$ cat config.mk
export PLATFORM = sky130hd
export DESIGN_NAME = fetch_unit_flat
export DESIGN_NICKNAME = d
export VERILOG_FILES = /design/src/rtl/fetch_unit_if.sv /design/src/rtl/fetch_unit.sv /design/src/flat_wrapper.sv
export SDC_FILE = /design/constraint.sdc
export NUM_CORES = 1
export LEC_CHECK = 0
export CAP_MARGIN = 10
export CORE_MARGIN = 3
export CORE_UTILIZATION = 45
export CTS_CLUSTER_DIAMETER = 30
export CTS_CLUSTER_SIZE = 24
export DETAILED_ROUTE_END_ITERATION = 6
export HOLD_SLACK_MARGIN = 0.12
export PLACE_DENSITY = 0.9
export RECOVER_POWER = 100
export REMOVE_ABC_BUFFERS = 1
export SLEW_MARGIN = 20
export SYNTH_ARGS = -nofsm -noshare
export SYNTH_HDL_FRONTEND = slang
export SYNTH_SLANG_ARGS = --single-unit
export TNS_END_PERCENT = 50
$ cat constraint.sdc
create_clock -name clock -period 6.8 [get_ports clock]
set_input_delay 1.36 -clock clock [delete_from_list [all_inputs] [get_ports clock]]
set_output_delay 1.36 -clock clock [all_outputs]
set_load 0.1 [all_outputs]
$ cat src/rtl/fetch_unit_if.sv
// Instruction-memory request/response bundle between the fetch stage and
// instruction memory. The fetch stage drives the request side (master);
// the memory model or cache drives the response side (slave).
interface fetch_unit_if;
    logic        imem_req;
    logic [31:0] imem_addr;
    logic        imem_valid;
    logic [31:0] imem_rdata;

    modport master (
        output imem_req,
        output imem_addr,
        input  imem_valid,
        input  imem_rdata
    );

    modport slave (
        input  imem_req,
        input  imem_addr,
        output imem_valid,
        output imem_rdata
    );
endinterface

$ cat src/rtl/fetch_unit.sv
// Instruction fetch and next-PC stage feeding the MIPS decoder.
// Holds the PC, fetches one word per instruction over the imem handshake,
// latches the instruction for the decoder and, on retire, advances the PC
// by fallthrough, branch, jump or jump-register. Exceptions and
// misaligned targets redirect to the exception vector.
module fetch_unit #(
    parameter logic [31:0] RESET_PC   = 32'h00400000,
    parameter logic [31:0] EXC_VECTOR = 32'h80000180
) (
    input  logic                clock,
    input  logic                reset,
    fetch_unit_if.master        imem,
    output logic [31:0]         inst,
    output logic [5:0]          opcode,
    output logic [5:0]          funct,
    output logic                inst_valid,
    input  logic [1:0]          control_type,
    input  logic                take_branch,
    input  logic [31:0]         rs_data,
    input  logic                except_in,
    input  logic                done,
    output logic [31:0]         pc,
    output logic [31:0]         pc_plus4,
    output logic                addr_fault,
    output logic [31:0]         inst_count
);

    typedef enum logic [1:0] {
        S_FETCH = 2'd0,
        S_WAIT  = 2'd1,
        S_EXEC  = 2'd2
    } state_t;

    localparam logic [1:0] CT_FALL   = 2'b00;
    localparam logic [1:0] CT_BRANCH = 2'b01;
    localparam logic [1:0] CT_JUMP   = 2'b10;
    localparam logic [1:0] CT_JR     = 2'b11;

    state_t      state;
    state_t      next_state;
    logic        load_inst;
    logic        retire;
    logic [31:0] branch_offset;
    logic [31:0] candidate_pc;
    logic        misaligned;
    logic [31:0] next_pc;

    // Decoder-facing fields are simple slices of the held instruction, so
    // they can only change when the instruction register loads.
    assign opcode    = inst[31:26];
    assign funct     = inst[5:0];
    assign pc_plus4  = pc + 32'd4;
    assign imem.imem_addr = pc;

    // State register: reset always returns to FETCH, even mid-WAIT, so a
    // late response from memory is simply never looked at.
    always_ff @(posedge clock) begin
        if (reset) begin
            state <= S_FETCH;
        end else begin
            state <= next_state;
        end
    end

    // Next-state and handshake outputs: one request cycle, wait without a
    // timeout, then hold the instruction until execute retires it.
    always_comb begin
        next_state    = state;
        imem.imem_req = 1'b0;
        inst_valid    = 1'b0;
        load_inst     = 1'b0;
        retire        = 1'b0;
        case (state)
            S_FETCH: begin
                imem.imem_req = 1'b1;
                next_state    = S_WAIT;
            end
            S_WAIT: begin
                if (imem.imem_valid) begin
                    load_inst  = 1'b1;
                    next_state = S_EXEC;
                end
            end
            S_EXEC: begin
                inst_valid = 1'b1;
                if (done) begin
                    retire     = 1'b1;
                    next_state = S_FETCH;
                end
            end
            default: begin
                next_state = S_FETCH;
            end
        endcase
    end

    // Next-PC selection. The exception wins over everything; a misaligned
    // candidate (only reachable through jr) is redirected to the vector and
    // flagged as an address fault during the retire cycle only.
    always_comb begin
        branch_offset = {{14{inst[15]}}, inst[15:0], 2'b00};
        candidate_pc  = pc_plus4;
        case (control_type)
            CT_FALL:   candidate_pc = pc_plus4;
            CT_BRANCH: candidate_pc = take_branch ? (pc_plus4 + branch_offset) : pc_plus4;
            CT_JUMP:   candidate_pc = {pc_plus4[31:28], inst[25:0], 2'b00};
            CT_JR:     candidate_pc = rs_data;
            default:   candidate_pc = pc_plus4;
        endcase
        misaligned = (candidate_pc[1:0] != 2'b00);
        if (except_in) begin
            next_pc = EXC_VECTOR;
        end else if (misaligned) begin
            next_pc = EXC_VECTOR;
        end else begin
            next_pc = candidate_pc;
        end
        addr_fault = retire && !except_in && misaligned;
    end

    // Architectural state: instruction register loads on the WAIT->EXEC
    // edge; PC and retired count move only on a retire edge. Both the PC
    // and the counter wrap naturally at 32 bits.
    always_ff @(posedge clock) begin
        if (reset) begin
            pc         <= RESET_PC;
            inst       <= 32'h0;
            inst_count <= 32'h0;
        end else begin
            if (load_inst) begin
                inst <= imem.imem_rdata;
            end
            if (retire) begin
                pc         <= next_pc;
                inst_count <= inst_count + 32'd1;
            end
        end
    end

endmodule

$ cat src/flat_wrapper.sv
// flat-port wrapper written by rule: the top's interface ports become plain ports
module fetch_unit_flat 
#(
    parameter logic [31:0] RESET_PC   = 32'h00400000,
    parameter logic [31:0] EXC_VECTOR = 32'h80000180
)
  (clock, reset, inst, opcode, funct, inst_valid, control_type, take_branch, rs_data, except_in, done, pc, pc_plus4, addr_fault, inst_count, imem_imem_req, imem_imem_addr, imem_imem_valid, imem_imem_rdata);
  fetch_unit_if imem_i ();
  input  logic clock;
  input  logic reset;
  output logic [31:0] inst;
  output logic [5:0] opcode;
  output logic [5:0] funct;
  output logic inst_valid;
  input  logic [1:0] control_type;
  input  logic take_branch;
  input  logic [31:0] rs_data;
  input  logic except_in;
  input  logic done;
  output logic [31:0] pc;
  output logic [31:0] pc_plus4;
  output logic addr_fault;
  output logic [31:0] inst_count;
  output wire logic [$bits(imem_i.imem_req)-1:0] imem_imem_req;
  output wire logic [$bits(imem_i.imem_addr)-1:0] imem_imem_addr;
  input wire logic [$bits(imem_i.imem_valid)-1:0] imem_imem_valid;
  input wire logic [$bits(imem_i.imem_rdata)-1:0] imem_imem_rdata;
  assign imem_imem_req = imem_i.imem_req;
  assign imem_imem_addr = imem_i.imem_addr;
  assign imem_i.imem_valid = imem_imem_valid;
  assign imem_i.imem_rdata = imem_imem_rdata;
  fetch_unit #(.RESET_PC(RESET_PC), .EXC_VECTOR(EXC_VECTOR)) u_core (.clock(clock), .reset(reset), .imem(imem_i), .inst(inst), .opcode(opcode), .funct(funct), .inst_valid(inst_valid), .control_type(control_type), .take_branch(take_branch), .rs_data(rs_data), .except_in(except_in), .done(done), .pc(pc), .pc_plus4(pc_plus4), .addr_fault(addr_fault), .inst_count(inst_count));
endmodule
# == Word-level counts from Yosys, hierarchy flattened ==
# Cells that the tools add are included.
# op_classes
n_addsub,3
mul,0
div,0
magnitude_cmp,0
eq_ne,7
shifts,0
muxes,13
bitwise_logic,0
reduce_logical,7
# ops
operator,n
$pmux W32 S4,1
$mux W32,3
$add A32 B1 Y32 const B,1
$add A32 B3 Y32 const B,1
$add A32 B32 Y32,1
$eq A2 B2 Y1 const B,3
$mux W1,6
$pmux W2 S3,1
$eq A2 B1 Y1 const B,2
$logic_not A2 Y1,2
$mux W2,2
$ne A2 B2 Y1 const B,2
$logic_and A1 B1 Y1,2
$reduce_and A2 Y1,1
$reduce_bool A2 Y1,1
$logic_not A1 Y1,1
# word_totals
regBits,98
latchBits,0
ramBits,0
romBits,0
output_inout_bits,175
wordCells,34
mem_count,0

# == Logic depth before layout (Yosys ltp) ==
# logic_depth
ltp_word,7
mapped_depth,17
depth_no_buf,16

# == Worst setup path before layout ==
# Ideal clock, no wire load.
# synth_timing
path_type,register to register
start,register u_core.pc[4] (netlist: u_core.imem.imem_addr[4])
end,register u_core.pc[27] (netlist: u_core.imem.imem_addr[27])
setup_ps,96
arrival_time_ps,6166
t_required_ps,6704
setup_slack_ps,539
path_stages_with_launch,17
n_path_buf,1
period_less_slack_ps,6261
path_cell_list,dfxtp_1 > and4_4 > nand4_4 > or3_1 > or2_1 > buf_6 > xnor2_1 > ha_1 > and3_1 > nor2b_1 > and2_1 > a221oi_1 > a21boi_0 > o21a_1 > o21ai_0 > nand3b_1 > a221oi_1
# synth_via
elab_chain_cells,6
# synth_lines
element,line,source
from (decl),fetch_unit.sv:22,"output logic [31:0] pc,"
from (signal assigned),fetch_unit.sv:134,pc <= next_pc;
$add A32 B3 Y32,fetch_unit.sv:52,assign pc_plus4 = pc + 32'd4;
net pc_plus4[23],flat_wrapper.sv:21,output logic [31:0] pc_plus4;
$add A32 B32 Y32,fetch_unit.sv:105,CT_BRANCH: candidate_pc = take_branch ? (pc_plus4 + branch_offset) : pc_plus4;
$mux W32,fetch_unit.sv:105,
$pmux W32 S4,fetch_unit.sv:103,case (control_type)
$mux W32,fetch_unit.sv:113,end else if (misaligned) begin
$mux W32,fetch_unit.sv:111,if (except_in) begin
# The timed path passes the listed nets, and every way through them passes these cells.
# A chain may end at the register's enable or synchronous reset.

==> results by group <==
Power
  – Gate power share: 22.3%
  – Pwr per Cell Area: 151 mW/mm2
  – Seq pwr share: 41.1%
  – Internal: 945 uW
  – P_sw: 510 uW
  – Sw Share: 35.0%
  – Clock share of power: 36.5%
  – Worst VDD drop: 128 uV
  – Leakage dissipation: 4.26 nW

Global route
  – Largest net degree at the start of global routing: 81
  – Grt total ovfl: 0
  – First-pass GRT wire length: 37700 um
  – Antenna violations before repair: 0
  – Global Route Usage Sum: 26.4%
  – Number of global-route vias before repair: 7066

Worst setup path
  – Worst Path Required: 7.05 ns
  – Worst Path Arrival: 5.82 ns
  – Crit path max fanout: 80
  – Critical Path End Type: flip-flop
  – CP Class: primary input to flip-flop
  – Worst setup SP type: primary input

Layout
  – Finished Core Util: 63.0%
  – Most frequent cells in the layout: dlygate4sd3_1, nand2_1, dfxtp_1, a21oi_1, nor2_1
  – Layout cells sized above 1: 3.46%
  – Area growth from synthesis to layout: 35.9%
  – Diodes inserted: 0
  – Most common cell after layout, fill and taps aside: dlygate4sd3_1
  – Nets: 1232
  – Design area: 0.00965 mm2

Yosys
  – Sequential-to-total area share from yosys stat: 27.6%
  – Syn Area/Cell: 7.50 um2
  – Synth area leaders: dfxtp_1, nand2_1, a21oi_1, ha_1, buf_4
  – Cells after Synth: 947
  – Syn Std Cell Area: 0.00711 mm2
  – Post-synth EDFFs: 0
  – Synth top area share: 27.6%
  – Yosys warning count: 0
  – #FFs+latches synth: 98
  – Dominant cell type by area after synthesis: dfxtp_1
  – Top_reg_cell synth: dfxtp_1
  – FFs w/ async S/R, synth: 0%
  – Number of unique standard cell types used by synthesis: 70

Detailed routing
  – Initial DRC count: 622
  – DR WL/cell: 17.9 um
  – DRC Markers: 0
  – Routed WL: 23900 um
  – DR pass1 iterations: 6
  – Vias/cell: 5.68
  – Via count: 7608
  – Antenna Nets Post-Route: 0

STA
  – Fin. max-slew vios: 81
  – Hold Vio Cnt, Final: 0
  – Clock skew: 0.0150 ns
  – Unrepaired setup endpoints after global routing: no
  – Final worst-path cycle share: 81.9%
  – Minimum clock period: 5.57 ns
  – Setup_tns: 0 ns
  – Rel. slew slack: -158%
  – Setup-failing EPs final: 0
  – Worst Tran Pin Value: 3.87 ns
  – Fmax: 0.180 GHz

Clock network
  – Hold-fix buffers, CTS: 0
  – CTS tree: done
  – Clock Sinks: 98
  – Worst-Skew Late Latency: 0.36 ns
  – Resize count post-CTS: 0
  – Number of buffers added for setup after CTS: 0
  – Root buffer cell: clkbuf_16
  – Clock slew at reported path FFs: 0.08 ns
  – H-tree levels: 3
  – CTS buffer count: 9
  – CTS Buffer Depth: 2

Die
  – DIE AREA: 0.0173 mm2
  – Core Region: 0.0153 mm2
  – Row count: 45
  – DIE WIDTH: 132 um
  – Initial core utilization: 46.4%
  – Die H: 132 um
  – Num ports: 247

Job
  – Max-cap violation count: 1

Worst hold path
  – Hold Path Class: flip-flop to flip-flop

Run status
  – Failing checks: capacitance limit, slew limit
  – Status: finished with violations

Place
  – Area after DPL: 0.00936 mm2
  – DP HPWL: 17700 um
  – Gp weighted congestion: 1.00
  – I/O Buffers: 246
-- through the flow --
step | worst slack [ns] | instances | hold slack, ns | power (mW)
floorplan | -0.257 | 858 | 0.441 | 0.816
global placement | 1.60 | 1323 | 0.456 | 0.939
detailed placement | 1.63 | 1323 | 0.464 | 0.941
CTS | 1.50 | 1339 | 0.475 | 1.47
global route | 1.04 | 1339 | 0.484 | 1.50
finish | 1.23 | 1339 | 0.466 | 1.45
-- metal layers --
layer  wire [um]  vias up  GRT usage (%)
met5           0        -              0
met4         577        0           8.34
met3        2330       39           6.89
met2       11000      375           43.0
met1       10000     3527           34.4
li1            -     3667              -
-- critical path: stages --
cell      delay, ns
clkbuf_1       0.29
clkbuf_1       2.74
nor2_1         0.28
clkbuf_1       0.55
o21ai_0        0.29
a31o_2         0.18
nand3_1        0.06
-- synthesized netlist by cell type (5+ instances only) --
| cell type | number |
|---|---|
| a31oi_1 | 6 |
| o21ai_0 | 54 |
| nand4_1 | 11 |
| buf_2 | 6 |
| a21oi_1 | 95 |
| nand2_1 | 158 |
| a21o_1 | 15 |
| buf_1 | 5 |
| and4_1 | 6 |
| or3_1 | 11 |
| and3_1 | 17 |
| ha_1 | 36 |
| nor3_1 | 10 |
| dfxtp_1 | 98 |
| nor2_1 | 81 |
| nor2b_1 | 6 |
| a211oi_1 | 15 |
| nand2b_1 | 8 |
| clkbuf_1 | 28 |
| and2_1 | 8 |
| nand3_1 | 26 |
| xnor2_1 | 35 |
| o211ai_1 | 6 |
| xor2_1 | 32 |
| inv_1 | 21 |
| mux2i_1 | 20 |
| a221oi_1 | 9 |
| buf_4 | 48 |
-- flip-flops by register name, indices dropped and copies added, names as in the netlist --
name and cells:
u_core.imem.imem_addr 32, u_core.inst_count 32, u_core.inst 32, u_core.state 2
-- power groups by stage --
stage                     Clock (mW)  Combinational [mW]  Sequential, mW
final                          0.532               0.325           0.598
after global routing           0.560               0.342           0.600
after CTS                      0.536               0.330           0.599
after detailed placement           0               0.329           0.612
after global placement             0               0.327           0.612
after floorplan                    0              0.0975           0.719
-- final timing paths --
| check | startpoint | to | slack (ns) | depth (start not counted) |
|---|---|---|---|---|
| worst max register to register | u_core.imem.imem_addr[2] | u_core.imem.imem_addr[30] | 1.93 | 14 |
| worst min-delay path | u_core.inst[29] | u_core.inst[29] | 0.47 | 2 |
| worst max-delay path | reset | u_core.imem.imem_addr[30] | 1.23 | 7 |
| worst min register to register | u_core.inst[29] | u_core.inst[29] | 0.47 | 2 |
-- cell families (layout without fill, tap and decap cells) --
logic type | after synthesis | after routing | synth area share [%]
AO/OA/AOI/OAI | 246 | 246 | 21.5
XOR/XNOR | 68 | 68 | 8.49
multiplexers | 22 | 22 | 3.13
flip-flops | 98 | 98 | 27.6
buffers and inverters | 110 | 291 | 8.58
adder cells (fa/ha/maj) | 37 | 37 | 6.62
AND/OR/NAND/NOR | 366 | 366 | 24.1
-- area by class of cell --
| class | instances | area [um2] |
|---|---|---|
| inverter | 21 | 78.8 |
| multi-input combinational | 739 | 4540 |
| clock inverter | 7 | 85.1 |
| fill | 1332 | 5660 |
| clock buffer | 9 | 225 |
| sequential | 98 | 1960 |
| timing repair buffer | 254 | 2500 |
| tap | 211 | 264 |
Note: power is estimated with default switching activity, not from simulation.
